File: config.mk
export PLATFORM = sky130hd
export DESIGN_NAME = inst_fetch_flat
export DESIGN_NICKNAME = d
export VERILOG_FILES = /design/src/rtl/inst_fetch_pkg.sv /design/src/rtl/inst_fetch_if.sv /design/src/rtl/inst_fetch_fetch_queue.sv /design/src/rtl/inst_fetch.sv /design/src/flat_wrapper.sv
export SDC_FILE = /design/constraint.sdc
export NUM_CORES = 1
export LEC_CHECK = 0
export ABC_AREA = 1
export BUFFER_PORTS_ARGS = -buffer_cell sky130_fd_sc_hd__buf_4
export CORE_MARGIN = 5
export CORE_UTILIZATION = 61
export DETAILED_ROUTE_END_ITERATION = 12
export HOLD_SLACK_MARGIN = 0.12
export PLACE_DENSITY_LB_ADDON = 0.2
export SLEW_MARGIN = 20
export SYNTH_ARGS = -nofsm -noshare
export SYNTH_HDL_FRONTEND = slang
export SYNTH_HIERARCHICAL = 1
export SYNTH_SLANG_ARGS = --single-unit
File: constraint.sdc
create_clock -name clk -period 5.5 [get_ports clk]
set_clock_uncertainty 0.05 [all_clocks]
set_input_delay 0 -clock clk [delete_from_list [all_inputs] [get_ports clk]]
set_output_delay 0 -clock clk [all_outputs]
set_load 0.02 [all_outputs]
File: src/rtl/inst_fetch_pkg.sv
// Shared widths and helpers for the instruction-fetch stage.
package inst_fetch_pkg;

   localparam int unsigned ROM_ADDRESS_BITWIDTH = 12;
   localparam int unsigned RESET_PC_DEFAULT     = 0;
   localparam int unsigned INST_W               = 32;
   localparam int unsigned FIFO_DEPTH           = 2;
   localparam int unsigned CNT_W                = $clog2(FIFO_DEPTH + 1);
   localparam int unsigned OCC_W                = CNT_W + 1;

   // True when queued + in-flight words, less the word leaving this cycle,
   // still leave room for one more fetch.
   function automatic logic has_credit(input logic [CNT_W-1:0] count,
                                       input logic             inflight,
                                       input logic             pop);
      return (OCC_W'(count) + OCC_W'(inflight)) < (OCC_W'(FIFO_DEPTH) + OCC_W'(pop));
   endfunction

endpackage

File: src/rtl/inst_fetch_if.sv
// Fetch-to-decode handshake plus the redirect request from execute.
interface inst_fetch_if
   import inst_fetch_pkg::*;
#(
   parameter int unsigned ADDR_W = ROM_ADDRESS_BITWIDTH
) ();

   logic              redirect_valid;
   logic [ADDR_W-1:0] redirect_pc;
   logic              inst_valid;
   logic              inst_ready;
   logic [INST_W-1:0] inst;
   logic [ADDR_W-1:0] inst_pc;

   modport master (
      output inst_valid, inst, inst_pc,
      input  inst_ready, redirect_valid, redirect_pc
   );

   modport slave (
      input  inst_valid, inst, inst_pc,
      output inst_ready, redirect_valid, redirect_pc
   );

endinterface

File: src/rtl/inst_fetch_fetch_queue.sv
// Two-entry instruction queue; head slot drives decode directly.
module inst_fetch_fetch_queue
   import inst_fetch_pkg::*;
#(
   parameter int unsigned ADDR_W = ROM_ADDRESS_BITWIDTH
) (
   input  logic              clk,
   input  logic              reset_n,
   input  logic              push,
   input  logic [INST_W-1:0] push_inst,
   input  logic [ADDR_W-1:0] push_pc,
   input  logic              pop,
   input  logic              flush,
   output logic              head_valid,
   output logic [INST_W-1:0] head_inst,
   output logic [ADDR_W-1:0] head_pc,
   output logic [CNT_W-1:0]  count
);

   // vld_q[0] = head slot, vld_q[1] = tail slot; tail valid implies head valid.
   logic [1:0]        vld_q,       vld_d;
   logic [INST_W-1:0] head_inst_q, head_inst_d;
   logic [ADDR_W-1:0] head_pc_q,   head_pc_d;
   logic [INST_W-1:0] tail_inst_q, tail_inst_d;
   logic [ADDR_W-1:0] tail_pc_q,   tail_pc_d;

   assign head_valid = vld_q[0];
   assign head_inst  = head_inst_q;
   assign head_pc    = head_pc_q;
   assign count      = CNT_W'(vld_q[0]) + CNT_W'(vld_q[1]);

   // Next slot contents: pop shifts first, push lands in the first free slot, flush drops all.
   always_comb begin
      vld_d       = vld_q;
      head_inst_d = head_inst_q;
      head_pc_d   = head_pc_q;
      tail_inst_d = tail_inst_q;
      tail_pc_d   = tail_pc_q;
      if (flush) begin
         vld_d = 2'b00;
      end else begin
         if (pop && vld_q[0]) begin
            if (vld_q[1]) begin
               head_inst_d = tail_inst_q;
               head_pc_d   = tail_pc_q;
               vld_d       = 2'b01;
            end else begin
               vld_d       = 2'b00;
            end
         end
         if (push) begin
            if (!vld_d[0]) begin
               head_inst_d = push_inst;
               head_pc_d   = push_pc;
               vld_d[0]    = 1'b1;
            end else if (!vld_d[1]) begin
               tail_inst_d = push_inst;
               tail_pc_d   = push_pc;
               vld_d[1]    = 1'b1;
            end
         end
      end
   end

   // Slot registers; reset clears both valid flags and the stored words.
   always_ff @(posedge clk) begin
      if (!reset_n) begin
         vld_q       <= 2'b00;
         head_inst_q <= '0;
         head_pc_q   <= '0;
         tail_inst_q <= '0;
         tail_pc_q   <= '0;
      end else begin
         vld_q       <= vld_d;
         head_inst_q <= head_inst_d;
         head_pc_q   <= head_pc_d;
         tail_inst_q <= tail_inst_d;
         tail_pc_q   <= tail_pc_d;
      end
   end

endmodule

File: src/rtl/inst_fetch.sv
// Instruction fetch: owns the PC, issues ROM reads and queues returned words for decode.
module inst_fetch
   import inst_fetch_pkg::*;
#(
   parameter int unsigned       ADDR_W   = ROM_ADDRESS_BITWIDTH,
   parameter logic [ADDR_W-1:0] RESET_PC = ADDR_W'(RESET_PC_DEFAULT)
) (
   input  logic              clk,
   input  logic              reset_n,
   output logic [ADDR_W-1:0] rom_address,
   input  logic [INST_W-1:0] rom_data,
   inst_fetch_if.master      dec
);

   localparam logic [ADDR_W-1:0] PC_STEP = ADDR_W'(4);

   logic [ADDR_W-1:0] pc_q,          pc_d;
   logic              inflight_q,    inflight_d;
   logic [ADDR_W-1:0] inflight_pc_q, inflight_pc_d;

   logic              pop_c;
   logic              redirect_c;
   logic [ADDR_W-1:0] target_c;
   logic              issue_c;
   logic              push_c;
   logic [CNT_W-1:0]  q_count;
   logic              unused_lsb_c;

   assign unused_lsb_c = ^dec.redirect_pc[1:0];

   // Handshake and issue decisions; issue looks at inst_ready combinationally.
   assign pop_c      = dec.inst_valid & dec.inst_ready;
   assign redirect_c = dec.redirect_valid;
   assign target_c   = {dec.redirect_pc[ADDR_W-1:2], 2'b00};
   assign issue_c    = redirect_c | has_credit(q_count, inflight_q, pop_c);
   assign push_c     = inflight_q & ~redirect_c;

   // ROM address: reset vector while in reset, redirect target bypasses the PC register.
   always_comb begin
      rom_address = pc_q;
      if (!reset_n) begin
         rom_address = RESET_PC;
      end else if (redirect_c) begin
         rom_address = target_c;
      end
   end

   // Next PC and in-flight tracking.
   always_comb begin
      pc_d          = pc_q;
      inflight_d    = 1'b0;
      inflight_pc_d = inflight_pc_q;
      if (redirect_c) begin
         pc_d          = target_c + PC_STEP;
         inflight_d    = 1'b1;
         inflight_pc_d = target_c;
      end else if (issue_c) begin
         pc_d          = pc_q + PC_STEP;
         inflight_d    = 1'b1;
         inflight_pc_d = pc_q;
      end
   end

   // PC and in-flight registers.
   always_ff @(posedge clk) begin
      if (!reset_n) begin
         pc_q          <= RESET_PC;
         inflight_q    <= 1'b0;
         inflight_pc_q <= '0;
      end else begin
         pc_q          <= pc_d;
         inflight_q    <= inflight_d;
         inflight_pc_q <= inflight_pc_d;
      end
   end

   // Returned ROM words are queued unless a redirect discards them.
   inst_fetch_fetch_queue #(
      .ADDR_W (ADDR_W)
   ) u_fetch_queue (
      .clk        (clk),
      .reset_n    (reset_n),
      .push       (push_c),
      .push_inst  (rom_data),
      .push_pc    (inflight_pc_q),
      .pop        (pop_c),
      .flush      (redirect_c),
      .head_valid (dec.inst_valid),
      .head_inst  (dec.inst),
      .head_pc    (dec.inst_pc),
      .count      (q_count)
   );

endmodule
File: src/flat_wrapper.sv
// flat-port wrapper written by rule: the top's interface ports become plain ports
module inst_fetch_flat import inst_fetch_pkg::*;
#(
   parameter int unsigned       ADDR_W   = ROM_ADDRESS_BITWIDTH,
   parameter logic [ADDR_W-1:0] RESET_PC = ADDR_W'(RESET_PC_DEFAULT)
)
  (clk, reset_n, rom_address, rom_data, dec_inst_valid, dec_inst, dec_inst_pc, dec_inst_ready, dec_redirect_valid, dec_redirect_pc);
  inst_fetch_if #(.ADDR_W(ADDR_W)) dec_i ();
  input  logic clk;
  input  logic reset_n;
  output logic [ADDR_W-1:0] rom_address;
  input  logic [INST_W-1:0] rom_data;
  output wire logic [$bits(dec_i.inst_valid)-1:0] dec_inst_valid;
  output wire logic [$bits(dec_i.inst)-1:0] dec_inst;
  output wire logic [$bits(dec_i.inst_pc)-1:0] dec_inst_pc;
  input wire logic [$bits(dec_i.inst_ready)-1:0] dec_inst_ready;
  input wire logic [$bits(dec_i.redirect_valid)-1:0] dec_redirect_valid;
  input wire logic [$bits(dec_i.redirect_pc)-1:0] dec_redirect_pc;
  assign dec_inst_valid = dec_i.inst_valid;
  assign dec_inst = dec_i.inst;
  assign dec_inst_pc = dec_i.inst_pc;
  assign dec_i.inst_ready = dec_inst_ready;
  assign dec_i.redirect_valid = dec_redirect_valid;
  assign dec_i.redirect_pc = dec_redirect_pc;
  inst_fetch #(.ADDR_W(ADDR_W), .RESET_PC(RESET_PC)) u_core (.clk(clk), .reset_n(reset_n), .rom_address(rom_address), .rom_data(rom_data), .dec(dec_i));
endmodule
# After elaboration in Yosys (flattened, before gate mapping)
# Cells that the tools add are included.
dict set report totals {
  ff_bits 115
  inputBits 48
  elab_cells 46
}
dict set report op_classes {
  addsub 5
  magnitude_cmp 1
  mux 21
  n_bitwise 6
  n_reduce_logical 4
}
# op n
set ops {}
lappend ops {{$mux W32} 4}
lappend ops {{$mux W12} 10}
lappend ops {{$add A12 B3 Y12 const B} 2}
lappend ops {{$mux W2} 3}
lappend ops {{$mux W1} 4}
lappend ops {{$reduce_and A4 Y1} 1}
lappend ops {{$add A2 B1 Y3} 1}
lappend ops {{$add A2 B1 Y3 const A} 1}
lappend ops {{$lt A3 B3 Y1} 1}
lappend ops {{$not A1 Y1} 3}
lappend ops {{$add A1 B1 Y2} 1}
lappend ops {{$and A1 B1 Y1} 2}
lappend ops {{$reduce_bool A2 Y1} 1}
lappend ops {{$reduce_or A2 Y1} 1}
lappend ops {{$logic_and A1 B1 Y1} 1}
lappend ops {{$or A1 B1 Y1} 1}

# Depth between registers and ports, before layout
# Gate-level depths: netlist (run 1).
dict set report depth {
  word_depth 6
  depth_mapped 12
  depth_no_buf 11
}

# Hierarchy
# The synthesis (run 1) kept the hierarchy.
# module instances cells_each area_each_um2 seq_area_each_um2
set modules_own_cells {}
lappend modules_own_cells {inst_fetch_fetch_queue 1 829 5067.4 1801.7}
lappend modules_own_cells {inst_fetch 1 191 1209.9 420.4}

# Worst setup path before layout (run 1)
# No wires, ideal clock.
dict set report synth_timing {
  path_kind {reg-to-reg}
  startpoint {register u_core.u_fetch_queue.vld_q[0]}
  endpoint {register u_core.pc_q[5]}
  setup_ps 117
  arrival_ps 1950
  required_time_ps 5333
  path_slack_ps 3383
  path_stages_with_launch 11
  path_buffers 1
  cell_sequence {dfxtp_1 -> ha_1 -> ha_1 -> ha_1 -> nand2_1 -> nand2_1 -> nand2_1 -> buf_2 -> inv_1 -> a21oi_1 -> nor2_1}
}
dict set report synth_via {
  elab_chain_len 5
  word_cells_on_any_way 7
  classes_between {3 x add/sub; 1 x order compare; 2 x bitwise; 1 x reduce/logical}
}
# element line
set synth_lines {}
lappend synth_lines {{start, declared} inst_fetch_fetch_queue.sv:21} ;# logic [1:0] vld_q, vld_d;
lappend synth_lines {{start signal, assigned} inst_fetch_fetch_queue.sv:74} ;# vld_q <= vld_d;
lappend synth_lines {{$add A1 B1 Y2} inst_fetch_fetch_queue.sv:30} ;# assign count = CNT_W'(vld_q[0]) + CNT_W'(vld_q[1]);
lappend synth_lines {{named net u_core.q_count[0]} inst_fetch.sv:26} ;# logic [CNT_W-1:0] q_count;
lappend synth_lines {{$add A2 B1 Y3} inst_fetch_pkg.sv:16} ;# return (OCC_W'(count) + OCC_W'(inflight)) < (OCC_W'(FIFO_DEPTH) + OCC_W'(pop));
lappend synth_lines {{$lt A3 B3 Y1} inst_fetch_pkg.sv:16}
lappend synth_lines {{$or A1 B1 Y1} inst_fetch.sv:35} ;# assign issue_c = redirect_c | has_credit(q_count, inflight_q, pop_c);
lappend synth_lines {{$reduce_bool A2 Y1 (no source line)} --}
lappend synth_lines {{end signal, assigned} inst_fetch.sv:71} ;# pc_q <= pc_d;
lappend synth_lines {{end, declared} inst_fetch.sv:17} ;# logic [ADDR_W-1:0] pc_q, pc_d;
# The timed path passes the listed nets, and every way through them passes these cells.
# A chain may end at the register's enable or synchronous reset.

# Worst setup path in the final report (run 1)
dict set report layout_timing {
  startpoint {register u_core.u_fetch_queue.vld_q[1]}
  endpoint {register u_core.u_fetch_queue.tail_inst_q[23]}
}
dict set report layout_via {
  elab_chain_len 4
  word_cells_on_any_way 5
  classes_between {3 x mux; 1 x bitwise; 1 x reduce/logical}
}
# element line
set layout_lines {}
lappend layout_lines {{$mux W1 / $mux W2 (equally long branches)} {inst_fetch_fetch_queue.sv:43, inst_fetch_fetch_queue.sv:42}}
lappend layout_lines {{$mux W2 (*)} inst_fetch_fetch_queue.sv:42} ;# if (pop && vld_q[0]) begin
lappend layout_lines {{$mux W2 (*)} inst_fetch_fetch_queue.sv:39} ;# if (flush) begin
lappend layout_lines {{$reduce_and A4 Y1 (no source line) (*)} --}
lappend layout_lines {{end signal, assigned} inst_fetch_fetch_queue.sv:77} ;# tail_inst_q <= tail_inst_d;
lappend layout_lines {{end, declared} inst_fetch_fetch_queue.sv:24} ;# logic [INST_W-1:0] tail_inst_q, tail_inst_d;
# Every way passes the cells marked *; elsewhere a longest branch is shown, timed or not. The select of a mux whose other input is x is not followed.

==> reports/metrics.yaml, run 1 <==
setup_path:
  critPathArrivalTime_ps: 4260
  reg2reg_depth: 8
  path_cells: "inv_2 > nand2_2 > nand2_2 > nor2_4 > nand3_1 > nand2_1 > dlygate4sd3_1 > nor2_1"
  critical-path-top-delay-family: "simple AND/OR/NAND/NOR gates"
  worstSetupStartpointType: "register"
  crit_path_end: "u_core/u_fetch_queue/tail_inst_q[23]$_SDFFE_PN0P_"
  path_depth: 8
  slowest_stage: "nor2_4"
  cp_slowest_stage_delay_ps: 1110
  setup.worst_path.class: "reg2reg"
  rrSetupSlack_ps: 1460
  cp-startpoint: "u_core/u_fetch_queue/vld_q[1]$_SDFF_PP0_"
  path_buf_inv: 2
  end_kind: "register"
  r2r_start: "u_core/u_fetch_queue/vld_q[1]$_SDFF_PP0_"
  r2r-end: "u_core/u_fetch_queue/tail_inst_q[23]$_SDFFE_PN0P_"
  cpMostUsedCell: "nand2_2"
  cp.required_ps: 5720
  crit_fanout: 49
final_layout:
  antenna_cells: 0
  fin_util_pct: 74.6
  area_growth_pct: 21.0
  final_nets: 1177
  drive_gt1_share_pct: 12.7
die:
  core_mm2: 0.0102
  ioPinCount: 105
  die_y_um: 111
  std_cell_rows: 37
  die_area_mm2: 0.0124
  initial_core_util_pct: 61.6
  die_w_um: 111
clock_tree:
  tritoncts: "yes"
  cts_buffers: 9
  clock_path_buffers: 2
  htreeDepth: 3
  cts-root-buf: "clkbuf_8"
  clock_latency_ps: 360
  ctsResizeCount: 0
  cts.sinks: 111
  clkTransAtPathRegs_ps: 100
drt:
  wl_mm: 16.2
  vias_per_cell: 5.13
  first_pass_iters: 7
  vias: 6498
  antenna_left: 0
  drc: 0
  routedWlPerCell_um: 12.8
  drtIter0Drc: 561
placed_design:
  gp_congestion: 0.886
  dp_slack_ps: 2060
  hpwlAfterDp_mm: 8.88
  io_buffers: 100
timing:
  setup_violations: 0
  finalSetupTns_ps: 0
  final_hold_viol_count: 0
  fin_crit_ps: 4040
  worstMarginPinSlew_ps: 1110
  max_freq_mhz: 248
  rsz0062_at_grt: "no"
  finalCritPeriodShare_pct: 73.4
  slew_viol_final: 0
  relSlewSlack_pct: 25.7
  worst_slack_ps: 1460
pwr:
  power_leakage_nw: 3.80
  ir_drop_mv: 0.157
  p_total_mw: 1.67
  power_density_mw_per_mm2: 219
global_routing:
  grt_pass1_wl_mm: 28.2
  antenna_found_initial: 0
  grt_pass1_vias: 6033
  grt_overflow: 0
  grt_use_total_pct: 26.4
  grt_max_degree: 62
synth:
  syn_area_per_cell_um2: 6.15
  synth-edff-count: 0
  ys_ff_latch: 111
  async_flop_share_pct: 0
  ys.flop_type: "dfxtp_1"
  syn_inst: 1020
  ys_seq_area_share_pct: 35.4
  ys_top_cells_by_area: "dfxtp_1, nand2_1, nand3_1"
  yosys.area.top_type_share_pct: 35.4
  ys.warnings.count: 6
  synth_largest_area_cell: "dfxtp_1"
  synth.distinct_cells: 31
  syn_area_mm2: 0.00628
job:
  cap_violations: 0
status:
  outcome: "finished clean"
min_path:
  hold_class: "reg2reg"
-- layout make-up --
cell class | count | area (µm²)
multi-input combinational | 686 | 3090
fill | 861 | 2590
sequential | 111 | 2220
timing repair buffer | 158 | 1320
inverter | 159 | 597
tap | 136 | 170
clock buffer | 12 | 145
clock inverter | 4 | 55.1
-- worst register-to-register path, stage by stage (launching register included) --
cell           delay, ps
dfxtp_2             1080
inv_2                 60
nand2_2              130
nand2_2              620
nor2_4              1120
nand3_1              180
nand2_1              110
dlygate4sd3_1        560
nor2_1                40
-- cell usage after synthesis (8+ instances only) --
cell / count
buf_6: 11
nor2_1: 110
nand2_1: 329
a21oi_1: 16
nand4_1: 45
buf_1: 8
o21ai_0: 14
buf_4: 8
inv_1: 153
clkbuf_1: 13
dfxtp_1: 111
nand3_1: 142
buf_2: 27
-- cell families after synthesis --
family,synth area share [%]
adders and majority gates,0.797
and+or+nand+nor,44.1
other,0.0597
DFF,35.4
AOI/OAI and AO/OA,3.47
buffers and inverters,15.8
xor gates and xnor gates,0.279
-- repair_timing --
| item | CTS | global route |
|---|---|---|
| buffers inserted | 0 | 0 |
| endpoints found under the hold margin | 95 | 0 |
| hold buffers | 53 | 0 |
-- routing by layer --
metal / up-vias / share of wire (%) / global-route usage [%]
li1: 3345 / - / -
met1: 2855 / 43 / 33.6
met2: 271 / 47 / 45.4
met3: 27 / 8.2 / 4.62
met4: 0 / 1.9 / 8.76
met5: - / 0 / 0
-- cells in the final DEF, fill, tap and decap left out, drive strengths merged, types with 2 or more instances in the layout --
master	count
conb	4
clkbuf	12
nand3	144
nand4	45
inv	156
o21ai	17
dfxtp	111
a211oi	2
nor2	113
buf	105
nand2	335
ha	4
dlygate4sd3	53
clkinv	5
a21oi	17
-- sequential cells by signal (all words and copies together) (netlist names) --
name                              flops
u_core/u_fetch_queue/tail_inst_q     32
u_core/inflight_q                     1
u_core/u_fetch_queue/head_inst       32
u_core/u_fetch_queue/head_pc         12
u_core/u_fetch_queue/tail_pc_q       12
u_core/u_fetch_queue/vld_q            2
u_core/inflight_pc_q                 10
u_core/pc_q                          10
-- worst min-delay path by stage --
| stage | cells after the start | from | to |
|---|---|---|---|
| 3_5_place_dp | 5 | rom_data[24] | u_core/u_fetch_queue/tail_inst_q[24]$_SDFFE_PN0P_ |
| 2_1_floorplan | 2 | reset_n | u_core/inflight_q$_SDFF_PN0_ |
| 6_report | 2 | u_core/inflight_pc_q[9]$_SDFFE_PN0P_ | u_core/inflight_pc_q[9]$_SDFFE_PN0P_ |
| 3_3_place_gp | 5 | rom_data[8] | u_core/u_fetch_queue/tail_inst_q[8]$_SDFFE_PN0P_ |
| 4_1_cts | 2 | u_core/inflight_pc_q[9]$_SDFFE_PN0P_ | u_core/inflight_pc_q[9]$_SDFFE_PN0P_ |
| 5_1_grt | 2 | u_core/u_fetch_queue/head_pc[3]$_SDFFE_PN0N_ | u_core/u_fetch_queue/head_pc[3]$_SDFFE_PN0N_ |
-- through the flow --
stage               hold slack [ps]  cell area (µm²)  std cells
finish                          416             7600       1266
CTS                             418             7600       1266
floorplan                      78.7             6290       1023
global placement                286             6870       1197
global route                    445             7600       1266
detailed placement              293             6870       1197
-- where the power goes --
part	internal (mW)	total (mW)	switching, mW
logic	0.130	0.315	0.184
clock network	0.226	0.494	0.268
registers	0.836	0.859	0.0224
Note: power is estimated with default switching activity, not from simulation.
==> run 2: changes to the inputs <==
- ABC_AREA: 1 -> 0
- CORE_UTILIZATION: 61 -> 50
- clock period: 5.5 -> 3.4 ns (I/O delays scaled with it)
==> run 2 against run 1 <==
Sequential power is 62% higher. Sequential cell count stayed put. Die area increased by 1.1%. Cell count down 34%. Synthesized cell count down 45%. Critical endpoint is now u_core/u_fetch_queue/tail_inst_q[30]$_SDFFE_PN0P_. Largest cell class unchanged.
==> reports/metrics.yaml, run 2 <==
drt:
  drtIter0Drc: 329  # -41%
  vias: 4678  # -28%
  drc: 0  # unchanged
  first_pass_iters: 4  # -3
  antenna_left: 0  # unchanged
  wl_mm: 13.2  # -19%
  vias_per_cell: 5.60  # +9.0%
  routedWlPerCell_um: 15.8  # +23%
placed_design:
  gp_congestion: 0.831  # -6.2%
  io_buffers: 100  # unchanged
  dp_slack_ps: 818  # -1240 ps
  place_inst: 758  # -37%
  placed_area_mm2: 0.00591  # -14%
  hpwlAfterDp_mm: 8.14  # -8.3%
synth:
  ys_ff_latch: 111  # unchanged
  synth.distinct_cells: 54  # +74%
  syn_area_mm2: 0.00521  # -17%
  syn_area_per_cell_um2: 9.28  # +51%
  ys_seq_area_share_pct: 42.7  # +7.3 points
  synth-edff-count: 0  # unchanged
  synthTopCellsByCount: "nand2_1, dfxtp_1, a21boi_1, nand3_1, o22a_1"
  synth_largest_area_cell: "dfxtp_1"
  async_flop_share_pct: 0  # unchanged
  yosys.area.top_type_share_pct: 42.7  # +7.3 points
  ys.warnings.count: 6  # unchanged
  yosysMostFrequentCell: "nand2_1"
  ys.flop_type: "dfxtp_1"
  syn_inst: 561  # -45%
  ys_top_cells_by_area: "dfxtp_1, nand2_1, a21boi_1"
final_layout:
  drive_gt1_share_pct: 24.6  # +12 points
  design_area_mm2: 0.00672  # -11%
  stdcell_count: 836  # -34%
  final_nets: 747  # -37%
  layout.cells.most_common: "nand2_1"
  area_growth_pct: 29.1
  n_fill_cell: 860  # -0.12%
  antenna_cells: 0  # unchanged
  layout_common_cells: "nand2_1, dfxtp_1, buf_4"
status:
  outcome: "finished clean"
setup_path:
  worstSetupStartpointType: "input port"
  critical-path-top-delay-family: "simple AND/OR/NAND/NOR gates"
  cpMostUsedCell: "dlygate4sd3_1"
  slowest_stage: "and4b_2"
  path_buf_inv: 3  # +1
  path_cells: "dlygate4sd3_1 > buf_4 > nor2b_1 > and4b_2 > nand2_1 > a21boi_0 > dlygate4sd3_1"
  setup.worst_path.class: "in2reg"
  end_kind: "register"
  critPathArrivalTime_ps: 3350  # -910 ps
  crit_fanout: 54  # +10%
  cp_slowest_stage_delay_ps: 1000  # -110 ps
  cp.required_ps: 3650  # -2070 ps
clock_tree:
  clkTransAtPathRegs_ps: 100  # about the same
  cts-root-buf: "clkbuf_8"
  cts_buffers: 9  # unchanged
  clock_path_buffers: 2  # unchanged
  cts.sinks: 111  # unchanged
  htreeDepth: 3  # unchanged
  tritoncts: "yes"
  clock_latency_ps: 360  # about the same
timing:
  relSlewSlack_pct: 25.9  # +0.25 points
  setup_violations: 0  # unchanged
  worst_slack_ps: 304  # -1160 ps
  slew_viol_final: 0  # unchanged
  finalCritPeriodShare_pct: 91.0
  final_hold_viol_count: 0  # unchanged
  fin_crit_ps: 3100
  max_freq_mhz: 323
  finalSetupTns_ps: 0  # unchanged
  worstMarginPinSlew_ps: 1110  # -7.27 ps
  rsz0062_at_grt: "no"
global_routing:
  grt_pass1_wl_mm: 21.8  # -23%
  grt_max_degree: 55  # -11%
  grt_overflow: 0  # unchanged
  antenna_found_initial: 0  # unchanged
  grt_use_total_pct: 20.5  # -5.9 points
  grt_pass1_vias: 4430  # -27%
pwr:
  power_leakage_nw: 2.67  # -30%
  power_density_mw_per_mm2: 378  # +72%
  p_total_mw: 2.54  # +52%
  ir_drop_mv: 0.288  # +83%
die:
  ioPinCount: 105  # unchanged
  die_y_um: 112  # +0.55%
  core_mm2: 0.0102  # +0.45%
  std_cell_rows: 37  # unchanged
  die_area_mm2: 0.0126  # +1.1%
  die_w_um: 112  # +0.55%
  initial_core_util_pct: 50.9  # -11 points
job:
  cap_violations: 0  # unchanged
min_path:
  hold_class: "in2reg"
==> run 2: cell types whose count changed after synthesis, sizes merged, moves of 19 or more <==
cell and change:
a2bb2oi +19, nor2 -94, o221ai +19, nand4 -41, o221a +25, nand2 -219
nand3 -115, o22a +25, a21boi +47, buf -24, inv -152
==> run 2: cell type report <==
type / instances / area [µm²] / share of cell area [%]
inverter: 4 / 15.0 / 0.223
clock buffer: 11 / 141 / 2.10
tap: 136 / 170 / 2.53
timing repair buffer: 169 / 1440 / 21.5
clock inverter: 5 / 42.5 / 0.633
sequential: 111 / 2220 / 33.0
multi-input combinational: 400 / 2690 / 40.0
==> run 2: worst min-delay path, stage by stage <==
cell	delay, ps
buf_4	80
and2_1	240
nand2_1	80
nand2_1	70
a21boi_0	80
==> run 2: cell families after synthesis <==
family	share of synthesized area [%]
adders and majority gates	0.961
xor gates and xnor gates	1.68
and+or+nand+nor	16.8
AOI/OAI and AO/OA	29.2
DFF	42.7
muxes	2.35
buffers and inverters	6.25
other	0.0720
==> run 2: path summary, 6_finish.rpt <==
path / startpoint / to / slack [ps] / cells after the start
worst min-delay path: dec_inst_ready / u_core/u_fetch_queue/vld_q[1]$_SDFF_PP0_ / 190 / 5
worst max-delay path: dec_redirect_valid / u_core/u_fetch_queue/tail_inst_q[30]$_SDFFE_PN0P_ / 300 / 7
worst min register to register: u_core/u_fetch_queue/tail_inst_q[6]$_SDFFE_PN0P_ / u_core/u_fetch_queue/tail_inst_q[6]$_SDFFE_PN0P_ / 410 / 2
worst max register to register: u_core/u_fetch_queue/vld_q[0]$_SDFF_PP0_ / u_core/u_fetch_queue/tail_inst_q[30]$_SDFFE_PN0P_ / 360 / 6
==> run 2: metrics by stage <==
| stage | hold slack (ps) | utilization (%) |
|---|---|---|
| floorplan | 66.1 | - |
| global placement | 212 | 57.5 |
| detailed placement | 215 | 57.8 |
| CTS | 167 | 65.6 |
| global route | 228 | 65.7 |
| finish | 192 | 65.7 |
==> run 2: layer usage <==
layer | vias to the layer above | GRT usage, % | routed length [µm]
met3 | 12 | 3.67 | 751
met1 | 2237 | 27.8 | 6000
met4 | 0 | 4.65 | 114
met2 | 121 | 34.3 | 6300
met5 | - | 0 | 0
li1 | 2308 | - | -
==> run 2: repair_timing <==
action                                  CTS  global route
hold endpoints to repair                 93             0
buffers inserted                          0             0
endpoints found under the setup margin    0             3
hold buffers                             62             0
gates resized for setup                   0             1
==> run 2: power by group <==
part | switching (mW) | total [mW] | internal, mW
Sequential | 0.0422 | 1.39 | 1.35
Combinational | 0.205 | 0.410 | 0.205
Clock | 0.449 | 0.743 | 0.294
Total | 0.696 | 2.54 | 1.84
==> run 3: changes to the inputs <==
- PLACE_DENSITY: unset -> 0.74
- PLACE_DENSITY_LB_ADDON: 0.2 -> unset
==> run 3 against run 2 <==
Sequential cell count is the same. Sequential power is essentially flat. Global-route usage grew 1.5 points. First-iteration DRC count shrank 31%. Critical path type is now reg2reg.
==> reports/metrics.yaml, run 3 (synthesized netlist as in run 2, its figures left out) <==
job:
  cap_violations: 0  # unchanged
setup_path:
  slowest_stage: "dfxtp_1"
  cp.required_ps: 3610  # -40 ps
  critPathArrivalTime_ps: 3110  # -240 ps
  cp_slowest_stage_delay_ps: 580  # -420 ps
  crit_fanout: 29  # -46%
  worstSetupStartpointType: "register"
  setup.worst_path.class: "reg2reg"
  path_buf_inv: 2  # -1
  end_kind: "register"
  path_cells: "and2_1 > xnor2_1 > nand4b_2 > buf_4 > nand2_1 > a21boi_0 > dlygate4sd3_1"
  critical-path-top-delay-family: "buffers and inverters"
timing:
  slew_viol_final: 0  # unchanged
  finalSetupTns_ps: 0  # unchanged
  finalCritPeriodShare_pct: 85.6  # -5.5 points
  final_hold_viol_count: 0  # unchanged
  relSlewSlack_pct: 28.9  # +2.9 points
  worst_slack_ps: 491  # +187 ps
  holdWs_ps: 221  # +29.1 ps
  rsz0062_at_grt: "no"
  worstMarginPinSlew_ps: 1060  # -43.5 ps
  max_freq_mhz: 344  # +6.4%
  fin_crit_ps: 2910  # -187 ps
  setup_violations: 0  # unchanged
final_layout:
  final_nets: 744  # -0.40%
  n_fill_cell: 835  # -2.9%
  layout_common_cells: "nand2_1, dfxtp_1, buf_4"
  design_area_mm2: 0.00666  # -1.0%
  stdcell_count: 833  # -0.36%
  regArea_mm2: 0.00222  # unchanged
  multiInputGateArea_mm2: 0.00268  # -0.33%
  fin_util_pct: 65.1  # -0.66 points
  antenna_cells: 0  # unchanged
  layout.cells.most_common: "nand2_1"
  drive_gt1_share_pct: 25.0  # +0.39 points
  area_growth_pct: 27.8
global_routing:
  grt_overflow: 0  # unchanged
  grt_use_total_pct: 22.0  # +1.5 points
  grt_pass1_vias: 4897  # +11%
  grt_max_degree: 53  # -3.6%
  grt_pass1_wl_mm: 23.5  # +8.0%
  antenna_found_initial: 0  # unchanged
drt:
  first_pass_iters: 5  # +1
  antenna_left: 0  # unchanged
  drc: 0  # unchanged
  routedWlPerCell_um: 16.6  # +5.4%
  vias: 4791  # +2.4%
  wl_mm: 13.8  # +5.0%
  drtIter0Drc: 226  # -31%
  vias_per_cell: 5.75  # +2.8%
placed_design:
  gp_congestion: 0.855  # +2.8%
  dp_slack_ps: 1000  # +182 ps
  io_buffers: 100  # unchanged
  place_inst: 760  # +0.26%
  hpwlAfterDp_mm: 8.71  # +6.9%
  placed_area_mm2: 0.00591  # about the same
pwr:
  p_int_mw: 1.83  # -0.92%
  p_total_mw: 2.55  # +0.30%
  p_comb_share_pct: 16.0  # about the same
  switching_share_pct: 28.3  # +0.88 points
  p_clk_share_pct: 29.4  # about the same
  power_leakage_nw: 2.62  # -1.9%
  switchingPower_mw: 0.721  # +3.5%
  seq_power_share_pct: 54.5  # about the same
  power_density_mw_per_mm2: 383  # +1.3%
  ir_drop_mv: 0.176  # -39%
die:
  die_area_mm2: 0.0126  # unchanged
  core_mm2: 0.0102  # unchanged
  initial_core_util_pct: 50.9  # unchanged
  std_cell_rows: 37  # unchanged
  die_y_um: 112  # unchanged
  ioPinCount: 105  # unchanged
  die_w_um: 112  # unchanged
clock_tree:
  cts-root-buf: "clkbuf_8"
  cts.sinks: 111  # unchanged
  tritoncts: "yes"
  htreeDepth: 3  # unchanged
  ctsResizeCount: 0  # unchanged
  clock_path_buffers: 2  # unchanged
  clock_latency_ps: 370  # about the same
  clkTransAtPathRegs_ps: 100  # about the same
  cts_buffers: 9  # unchanged
status:
  outcome: "finished clean"
min_path:
  hold_class: "in2reg"
run 3: cell count changes in the layout (fill, tap and decap cells not counted):
cell and change:
dlygate4sd3_1 -5, buf_16 -1, inv_6 +1, clkinv_4 -2, clkbuf_8 -1, nand4b_4 -1, buf_4 +3, inv_8 +1
nand4b_2 +1, clkinvlp_4 +1
run 3: power by group through the flow:
stage	sequential [mW]	combinational, mW	clock, mW
after CTS	1.39	0.409	0.774
after global placement	1.42	0.356	0
final	1.39	0.409	0.750
after floorplan	1.43	0.208	0
after detailed placement	1.42	0.364	0
after global routing	1.40	0.442	0.827
run 3: worst register-to-register path: stages, from the launching register on:
cell	delay [ps]
dfxtp_1	580
and2_1	330
xnor2_1	200
nand4b_2	470
buf_4	440
nand2_1	110
a21boi_0	80
dlygate4sd3_1	560
run 3: repair_timing:
| action | 4_1_cts | 5_1_grt |
|---|---|---|
| hold endpoints to repair | 99 | 0 |
| buffers inserted | 0 | 0 |
| hold buffers | 57 | 0 |
run 3: per-layer routing:
metal / global-route usage (%) / share of wire (%) / vias to the layer above
met4: 4.73 / 0.56 / 0
met1: 27.9 / 44 / 2309
li1: - / - / 2309
met5: 0 / 0 / -
met3: 4.58 / 6.0 / 8
met2: 38.9 / 50 / 165
run 3: worst paths after layout:
path,from,to,slack [ps],depth (start not counted)
worst max-delay path,u_core/u_fetch_queue/vld_q[0]$_SDFF_PP0_,u_core/u_fetch_queue/tail_inst_q[30]$_SDFFE_PN0P_,490,7
worst max register to register,u_core/u_fetch_queue/vld_q[0]$_SDFF_PP0_,u_core/u_fetch_queue/tail_inst_q[30]$_SDFFE_PN0P_,490,7
worst min register to register,u_core/u_fetch_queue/tail_inst_q[16]$_SDFFE_PN0P_,u_core/u_fetch_queue/tail_inst_q[16]$_SDFFE_PN0P_,410,2
worst min-delay path,dec_inst_ready,u_core/u_fetch_queue/vld_q[1]$_SDFF_PP0_,220,5
run 3: area by class of cell:
class / instances / area share [%]
Sequential cell: 111 / 33.4
Clock inverter: 6 / 0.789
Clock buffer: 10 / 1.92
Multi-Input combinational cell: 400 / 40.3
Inverter: 4 / 0.226
Tap cell: 136 / 2.56
Timing Repair Buffer: 166 / 20.9
